===== config.mk =====
export PLATFORM = sky130hd
export DESIGN_NAME = mmio_uart_tx
export DESIGN_NICKNAME = d
export VERILOG_FILES = /design/src/rtl/mmio_uart_tx.sv
export SDC_FILE = /design/constraint.sdc
export NUM_CORES = 1
export LEC_CHECK = 0
export ABC_AREA = 1
export BUFFER_PORTS_ARGS = -buffer_cell sky130_fd_sc_hd__buf_2
export CAP_MARGIN = 20
export CORE_MARGIN = 3
export CORE_UTILIZATION = 50
export CTS_CLUSTER_DIAMETER = 40
export DETAILED_ROUTE_END_ITERATION = 7
export GPL_TIMING_DRIVEN = 0
export PLACE_DENSITY = 0.79
export SLEW_MARGIN = 20
export SYNTH_ARGS = -nofsm -noshare
export SYNTH_HDL_FRONTEND = slang
export SYNTH_SLANG_ARGS = --single-unit

===== constraint.sdc =====
create_clock -name clk -period 2.2 [get_ports clk]
set_clock_uncertainty 0.2 [all_clocks]
set_input_delay 0.33 -clock clk [delete_from_list [all_inputs] [get_ports clk]]
set_output_delay 0.33 -clock clk [all_outputs]
set_load 0.03 [all_outputs]

===== src/rtl/mmio_uart_tx.sv =====
// Memory-mapped 8N1 serial transmitter with a byte FIFO.
// It shares the CPU data bus with the RAM and has the same one-cycle registered read latency.
module mmio_uart_tx #(
    parameter int         DEPTH     = 8,
    parameter int         CLK_DIV   = 4,
    parameter logic [9:0] ADDR_TX   = 10'h001,
    parameter logic [9:0] ADDR_STAT = 10'h002
) (
    input  logic        clk,
    input  logic        rst,
    input  logic [9:0]  mem_addr,
    input  logic [15:0] wr_data,
    input  logic        mem_wr,
    output logic [15:0] rd_data,
    output logic        io_hit,
    output logic        tx
);

    localparam int PTR_W = $clog2(DEPTH);
    localparam int CNT_W = PTR_W + 1;
    localparam int DIV_W = (CLK_DIV > 1) ? $clog2(CLK_DIV) : 1;
    localparam logic [DIV_W-1:0] DIV_LOAD = DIV_W'(CLK_DIV - 1);
    localparam logic [CNT_W-1:0] CNT_FULL = CNT_W'(DEPTH);

    typedef enum logic [1:0] {IDLE, START, DATA, STOP} state_t;

    state_t            state_reg;
    logic [7:0]        fifo_mem [DEPTH];
    logic [PTR_W-1:0]  wr_ptr_reg;
    logic [PTR_W-1:0]  rd_ptr_reg;
    logic [CNT_W-1:0]  count_reg;
    logic              overflow_reg;
    logic [7:0]        shift_reg;
    logic [2:0]        bit_cnt_reg;
    logic [DIV_W-1:0]  div_reg;

    logic fifo_full;
    logic fifo_empty;
    logic busy;
    logic div_done;
    logic tx_wr;
    logic stat_wr;
    logic pop;
    logic push;
    logic unused_hi;

    assign fifo_full  = (count_reg == CNT_FULL);
    assign fifo_empty = (count_reg == '0);
    assign busy       = (state_reg != IDLE);
    assign div_done   = (div_reg == '0);
    assign tx_wr      = mem_wr && (mem_addr == ADDR_TX);
    assign stat_wr    = mem_wr && (mem_addr == ADDR_STAT);
    assign unused_hi  = ^wr_data[15:8];

    // The head leaves the FIFO only when a new frame begins, so a full FIFO
    // can still accept a byte on the same edge the transmitter takes one.
    assign pop  = !fifo_empty && ((state_reg == IDLE) || ((state_reg == STOP) && div_done));
    assign push = tx_wr && (!fifo_full || pop);

    always_ff @(posedge clk) begin
        if (push) begin
            fifo_mem[wr_ptr_reg] <= wr_data[7:0];
        end
    end

    always_ff @(posedge clk) begin
        if (!rst) begin
            state_reg    <= IDLE;
            wr_ptr_reg   <= '0;
            rd_ptr_reg   <= '0;
            count_reg    <= '0;
            overflow_reg <= 1'b0;
            shift_reg    <= '0;
            bit_cnt_reg  <= '0;
            div_reg      <= '0;
            tx           <= 1'b1;
        end else begin
            if (push) begin
                wr_ptr_reg <= wr_ptr_reg + PTR_W'(1);
            end
            if (pop) begin
                rd_ptr_reg <= rd_ptr_reg + PTR_W'(1);
            end
            case ({push, pop})
                2'b10:   count_reg <= count_reg + CNT_W'(1);
                2'b01:   count_reg <= count_reg - CNT_W'(1);
                default: count_reg <= count_reg;
            endcase

            if (tx_wr && fifo_full && !pop) begin
                overflow_reg <= 1'b1;
            end else if (stat_wr && wr_data[2]) begin
                overflow_reg <= 1'b0;
            end

            case (state_reg)
                IDLE: begin
                    if (pop) begin
                        shift_reg <= fifo_mem[rd_ptr_reg];
                        state_reg <= START;
                        tx        <= 1'b0;
                        div_reg   <= DIV_LOAD;
                    end
                end
                START: begin
                    if (div_done) begin
                        state_reg   <= DATA;
                        tx          <= shift_reg[0];
                        bit_cnt_reg <= '0;
                        div_reg     <= DIV_LOAD;
                    end else begin
                        div_reg <= div_reg - DIV_W'(1);
                    end
                end
                DATA: begin
                    if (div_done) begin
                        div_reg <= DIV_LOAD;
                        if (bit_cnt_reg == 3'd7) begin
                            state_reg <= STOP;
                            tx        <= 1'b1;
                        end else begin
                            // bit 0 is already on the line; shift the next one into view
                            tx          <= shift_reg[1];
                            shift_reg   <= {1'b0, shift_reg[7:1]};
                            bit_cnt_reg <= bit_cnt_reg + 3'd1;
                        end
                    end else begin
                        div_reg <= div_reg - DIV_W'(1);
                    end
                end
                STOP: begin
                    if (div_done) begin
                        if (pop) begin
                            shift_reg <= fifo_mem[rd_ptr_reg];
                            state_reg <= START;
                            tx        <= 1'b0;
                            div_reg   <= DIV_LOAD;
                        end else begin
                            state_reg <= IDLE;
                        end
                    end else begin
                        div_reg <= div_reg - DIV_W'(1);
                    end
                end
                default: begin
                    state_reg <= IDLE;
                    tx        <= 1'b1;
                end
            endcase
        end
    end

    always_ff @(posedge clk) begin
        if (!rst) begin
            rd_data <= '0;
            io_hit  <= 1'b0;
        end else if (mem_wr) begin
            io_hit <= 1'b0;
        end else if (mem_addr == ADDR_TX) begin
            rd_data <= 16'(count_reg);
            io_hit  <= 1'b1;
        end else if (mem_addr == ADDR_STAT) begin
            rd_data <= {13'b0, overflow_reg, busy, fifo_full};
            io_hit  <= 1'b1;
        end else begin
            rd_data <= '0;
            io_hit  <= 1'b0;
        end
    end

endmodule


==> results of run 1 <==
cell families after synthesis:
logic type	Yosys count	share of synthesized area, %
and+or+nand+nor	194	19.1
AOI/OAI and AO/OA	102	12.1
DFF	99	58.0
buffers and inverters	68	7.11
adders and majority gates	13	3.60
other	1	0.0830
report_power, final:
part / leakage (uW) / switching (uW) / internal [uW] / total, uW
registers: 0.000863 / 165 / 2170 / 2330
logic: 0.00116 / 1590 / 845 / 2440
clock network: 0.0000984 / 672 / 439 / 1110
total: 0.00212 / 2430 / 3450 / 5880
stage by stage:
step                      hold WS (ns)  worst slack [ns]  TNS (ns)  area (sq um)
after global placement           0.225            -0.829    -48.60          4820
after detailed placement         0.254            -0.469    -21.77          4880
after global routing            0.0150          -0.00201  -0.00201          5310
final                           0.0231            0.0696         0          5310
after floorplan                  0.208            -0.112     -6.46          4560
after CTS                       0.0169            0.0162         0          5280
cell usage after synthesis (2+ instances only):
cell / count / share of area [%]
o211ai_1: 9 / 1.5
ha_1: 13 / 3.6
a21oi_1: 24 / 2.7
nand2_1: 64 / 5.3
nand2_4: 2 / 0.50
o21ai_0: 57 / 6.3
dfxtp_1: 35 / 16
buf_2: 5 / 0.55
nand4_1: 3 / 0.42
edfxtp_1: 64 / 43
o21ai_1: 7 / 0.78
nor2_2: 5 / 0.69
nor2_1: 78 / 6.5
inv_1: 37 / 3.1
buf_1: 2 / 0.17
a21oi_2: 2 / 0.39
buf_4: 13 / 2.2
clkbuf_1: 5 / 0.42
nand2_2: 5 / 0.69
nand3_1: 20 / 2.2
inv_2: 3 / 0.25
nor3_1: 13 / 1.4
final cells by class:
class / count / area, sq um / share of cell area, %
tap: 108 / 135 / 2.54
sequential: 99 / 2630 / 49.5
clock buffer: 9 / 124 / 2.33
inverter: 41 / 159 / 2.99
buffer: 27 / 165 / 3.11
multi-input combinational: 321 / 1750 / 33.0
timing repair buffer: 38 / 285 / 5.37
clock inverter: 7 / 62.6 / 1.18
routing by layer:
layer | wire (microns) | track usage (%) | vias to the layer above | part of all wire [%]
li1 | - | - | 1719 | -
met1 | 4140 | 25.6 | 1707 | 41
met2 | 5120 | 34.5 | 162 | 50
met3 | 680 | 3.32 | 26 | 6.7
met4 | 257 | 8.79 | 0 | 2.5
met5 | 0 | 0 | - | 0
worst max-delay path by stage:
stage                       from        endpoint  slack [ns]
floorplan           state_reg[0]  fifo_mem[0][0]       -0.11
global placement    state_reg[0]  fifo_mem[5][3]       -0.83
detailed placement  state_reg[0]  fifo_mem[4][4]       -0.47
CTS                   div_reg[0]    count_reg[2]        0.02
global route          div_reg[1]    count_reg[2]      -0.002
finish              state_reg[0]  fifo_mem[5][6]        0.07
timing repair:
action | in CTS | in global routing
buffers inserted | 10 | 1
pin swaps | 9 | 1
gates resized for setup | 16 | 9
endpoints found under the setup margin | 65 | 65
==> results.ini, run 1 <==
[synth]
synthArstFlopShare_pct=0
ys_dominant_reg_cell=edfxtp_1
synth_cell_type_count=33
syn-cell-area_sq_um=4520
syn_avg_cell_area_sq_um=9.47
synth.yosys.seq_area_share_pct=58.0
yosys_warnings=0
synth-seq-cells=99
synth_edf_count=64
synthCells=477

[setup_path]
rrSetupSlack_ns=0.07
crit_buf_inv=1
r2r_start=state_reg[0]
crit_fanout=6
ff2ff_path_depth=8
crit_required_ns=2.09
cpLargestDelayFamily=simple AND/OR/NAND/NOR gates
start_kind=flop
crit_chain=ha_2 -> nand2_2 -> nand2_2 -> nor2_1 -> nor2_4 -> nand2_4 -> nor3_4 -> buf_4
cp_slowest_cell=dfxtp_4
crit_cells=8
timing.rr.end=fifo_mem[5][6]
cpMostUsedCell=nand2_2
endpoint_kind=flop
cp_slowest_stage_delay_ns=0.39
cp.arrival_ns=2.02
crit_type=flop to flop

[clock_network]
clkLatencyLatePin_ns=0.37
cts_sinks=99
clock_path_buffers=2
cts_tree=done
cts_hold_buf=0
cts_buffers=9
root_buffer=clkbuf_8
h-tree-depth=3
clk_pin_slew_ns=0.10

[power_and_ir_drop]
p_leak_uw=0.00212
vdd_drop_max_v=0.000597
powerDensity_nw_per_um2=1110
finalPower_uw=5880

[timing]
max_slew_margin_pct=59.5
drv_slew=0
fin_crit_sh_pct=96.8
max_freq_mhz=469
setup_viol=0
hold_viol_final=0
period_needed_ns=2.13
tightest_slew_ns=0.608

[place]
gp_congestion=0.900
place_hpwl_microns=6780
dp.cells=623
io_buffers=25

[min_path]
hold_depth=1
hold_start=wr_data[0]
hold_path_end=fifo_mem[4][0]
hold_class=input port to flop

[finish]
drive_above_1_share_pct=20.8
num_antenna_cells=0
fillCellCount=704
mostFrequentLayoutCells=78 x nor2_1, 64 x edfxtp_1, 63 x nand2_1, 57 x o21ai_0, 34 x inv_1
final_util_pct=60.6
largest_register_ffs=64
areaGrowthSynthToFinish_pct=17.6
layout_commonest_cell=nor2_1
fin_cells=650
layout.nets=579

[die]
die_h_microns=101
initial_utilization_pct=51.6
fp-row-count=34
io_pins=47
die_w_microns=101
coreArea_sq_um=8760
dieArea_sq_um=10200

[flow_run]
maxCapViolations=0

[global_route]
gr-total-overflow=0
globalRouteTotalUtil_pct=20.3
grt_max_degree=20
grt_pass1_wl_microns=16000
grt_pass1_vias=3354
antenna_found_initial=0

[route]
vias=3614
ant_nets=0
vias_per_cell=5.56
drtPass1Iterations=5
drt_iter0_drc=254
drc=0
wl_microns=10200
wl_per_cell_microns=15.7

[run_status]
outcome=finished, final reports clean

(Power assumes the default switching activity.)
==> run 2, diff against run 1 <==
--- a/config.mk
+++ b/config.mk
@@ -8,12 +8,14 @@
 export ABC_AREA = 1
 export BUFFER_PORTS_ARGS = -buffer_cell sky130_fd_sc_hd__buf_2
 export CAP_MARGIN = 20
+export CELL_PAD_IN_SITES_DETAIL_PLACEMENT = 1
+export CELL_PAD_IN_SITES_GLOBAL_PLACEMENT = 2
 export CORE_MARGIN = 3
-export CORE_UTILIZATION = 50
+export CORE_UTILIZATION = 33
 export CTS_CLUSTER_DIAMETER = 40
 export DETAILED_ROUTE_END_ITERATION = 7
 export GPL_TIMING_DRIVEN = 0
-export PLACE_DENSITY = 0.79
+export PLACE_DENSITY = 0.82
 export SLEW_MARGIN = 20
 export SYNTH_ARGS = -nofsm -noshare
 export SYNTH_HDL_FRONTEND = slang
==> run 2 against run 1 <==
First-iteration DRC count decreased by 33%. Final cell count rose by 11%. Total power up 8.2%. Fmax rose by 2.0%. Largest cell class unchanged. Via count decreased by 2.2%. Critical path depth is 1 higher. Combinational power grew 2%. Worst hold slack better by 0.023 ns. Largest power group unchanged.
==> results.ini, run 2 (same netlist as run 1, synthesis figures left out) <==
[clock_network]
cts_buffers=9
root_buffer=clkbuf_16
clkLatencyLatePin_ns=0.35
cts_sinks=99
h-tree-depth=3
cts_tree=done
clock_path_buffers=2
clk_pin_slew_ns=0.07

[place]
place_hpwl_microns=8280
gp_congestion=0.789
io_buffers=25
post_dp_cell_area_sq_um=5010

[setup_path]
cp_slowest_cell=dfxtp_4
cp_slowest_stage_delay_ns=0.39
timing.rr.end=fifo_mem[3][7]
crit_required_ns=2.06
ff2ff_path_depth=9
timing.critical_path.from=state_reg[0]
endpoint_kind=flop
rrSetupSlack_ns=0.11
r2r_start=state_reg[0]
endpoint=fifo_mem[3][7]
crit_type=flop to flop
cp.arrival_ns=1.95
crit_fanout=7
start_kind=flop
crit_chain=inv_4 -> ha_4 -> inv_1 -> nand2_2 -> nor2_1 -> nor2_4 -> nand2_4 -> nor3_4 -> buf_6

[global_route]
grt_pass1_vias=3636
grt_pass1_wl_microns=19000
antenna_found_initial=0
globalRouteTotalUtil_pct=16.4
grt_max_degree=19
gr-total-overflow=0

[min_path]
hold_depth=1
hold_class=input port to flop

[route]
drt_iter0_drc=170
vias_per_cell=4.89
wl_microns=11700
vias=3536
drc=0
wl_per_cell_microns=16.2
drtPass1Iterations=4
ant_nets=0

[finish]
layout.nets=584
final_util_pct=41.5
mostFrequentLayoutCells=78 x nor2_1, 64 x edfxtp_1, 63 x nand2_1, 57 x o21ai_0, 34 x inv_1
fillCellCount=1546
fin_area_sq_um=5520
areaGrowthSynthToFinish_pct=22.2
largest_register_ffs=64
drive_above_1_share_pct=21.6
num_antenna_cells=0
layout_commonest_cell=nor2_1

[timing]
fin_crit_sh_pct=94.9
tightest_slew_ns=0.623
timing.setup.tns_ns=0
setup_viol=0
drv_slew=0
max_slew_margin_pct=58.5
max_freq_mhz=479
hold_viol_final=0
period_needed_ns=2.09

[run_status]
outcome=finished, final reports clean

[die]
fp-row-count=42
io_pins=47
die_h_microns=123
coreArea_sq_um=13300
initial_utilization_pct=34.0
die_w_microns=123
dieArea_sq_um=15100

[power_and_ir_drop]
p_leak_uw=0.00219
finalPower_uw=6370
powerDensity_nw_per_um2=1150
vdd_drop_max_v=0.000487

[flow_run]
maxCapViolations=0

==> run 2: cell types whose count changed in the layout (fill, tap and decap cells not counted), moves of 2 or more <==
cell	delta
inv_2	-2
buf_12	-5
inv_4	+3
buf_6	+8
clkbuf_16	+9
buf_4	+2
clkbuf_8	-9
==> run 2: worst max-delay path: cells and delay by family, from the launching register on <==
kind	cells	cell delay, ns
adders and majority gates	1	0.14
buffers and inverters	3	0.31
DFF	1	0.39
and+or+nand+nor	5	0.74
==> run 2: repair_timing <==
item	4_1_cts	5_1_grt
pin swaps	7	8
buffers inserted	8	2
endpoints found under the setup margin	64	68
resized for setup	19	18
hold buffers	0	0
==> run 2: power breakdown <==
part	switching (uW)	total, uW	internal, uW
Sequential	184	2350	2170
Combinational	1630	2480	855
Clock	737	1530	794
==> run 2: cell type report <==
cell class,count,area (sq um),share of cell area [%]
flip-flops and latches,99,2630,47.6
multi-input cells,321,1770,32.1
repair buffers,43,290,5.26
clock buffers,10,229,4.15
well taps,176,220,3.99
plain buffers,27,165,2.99
inverters,41,161,2.92
clock inverters,6,53.8,0.974
==> run 2: through the flow <==
stage / instances / worst slack (ns) / hold slack [ns]
floorplan: 488 / -0.112 / 0.208
global placement: 689 / -1.03 / 0.229
detailed placement: 697 / -0.380 / 0.238
CTS: 721 / 0.000179 / 0.0351
global route: 723 / -0.00214 / 0.0699
finish: 723 / 0.112 / 0.0466
==> run 2: worst min path at each step <==
stage / from / end
floorplan: mem_wr / io_hit
global placement: rd_ptr_reg[2] / rd_ptr_reg[2]
detailed placement: rd_ptr_reg[2] / rd_ptr_reg[2]
CTS: wr_data[1] / fifo_mem[5][1]
global route: wr_data[4] / fifo_mem[5][4]
finish: wr_data[1] / fifo_mem[0][1]
==> run 2: per-layer routing <==
layer  track usage [%]  vias to the layer above  wire length [microns]
li1                  -                     1727                      -
met1              21.6                     1717                   5160
met2              27.8                       78                   5850
met3              2.06                       14                    547
met4              6.16                        0                    173
met5                 0                        -                      0
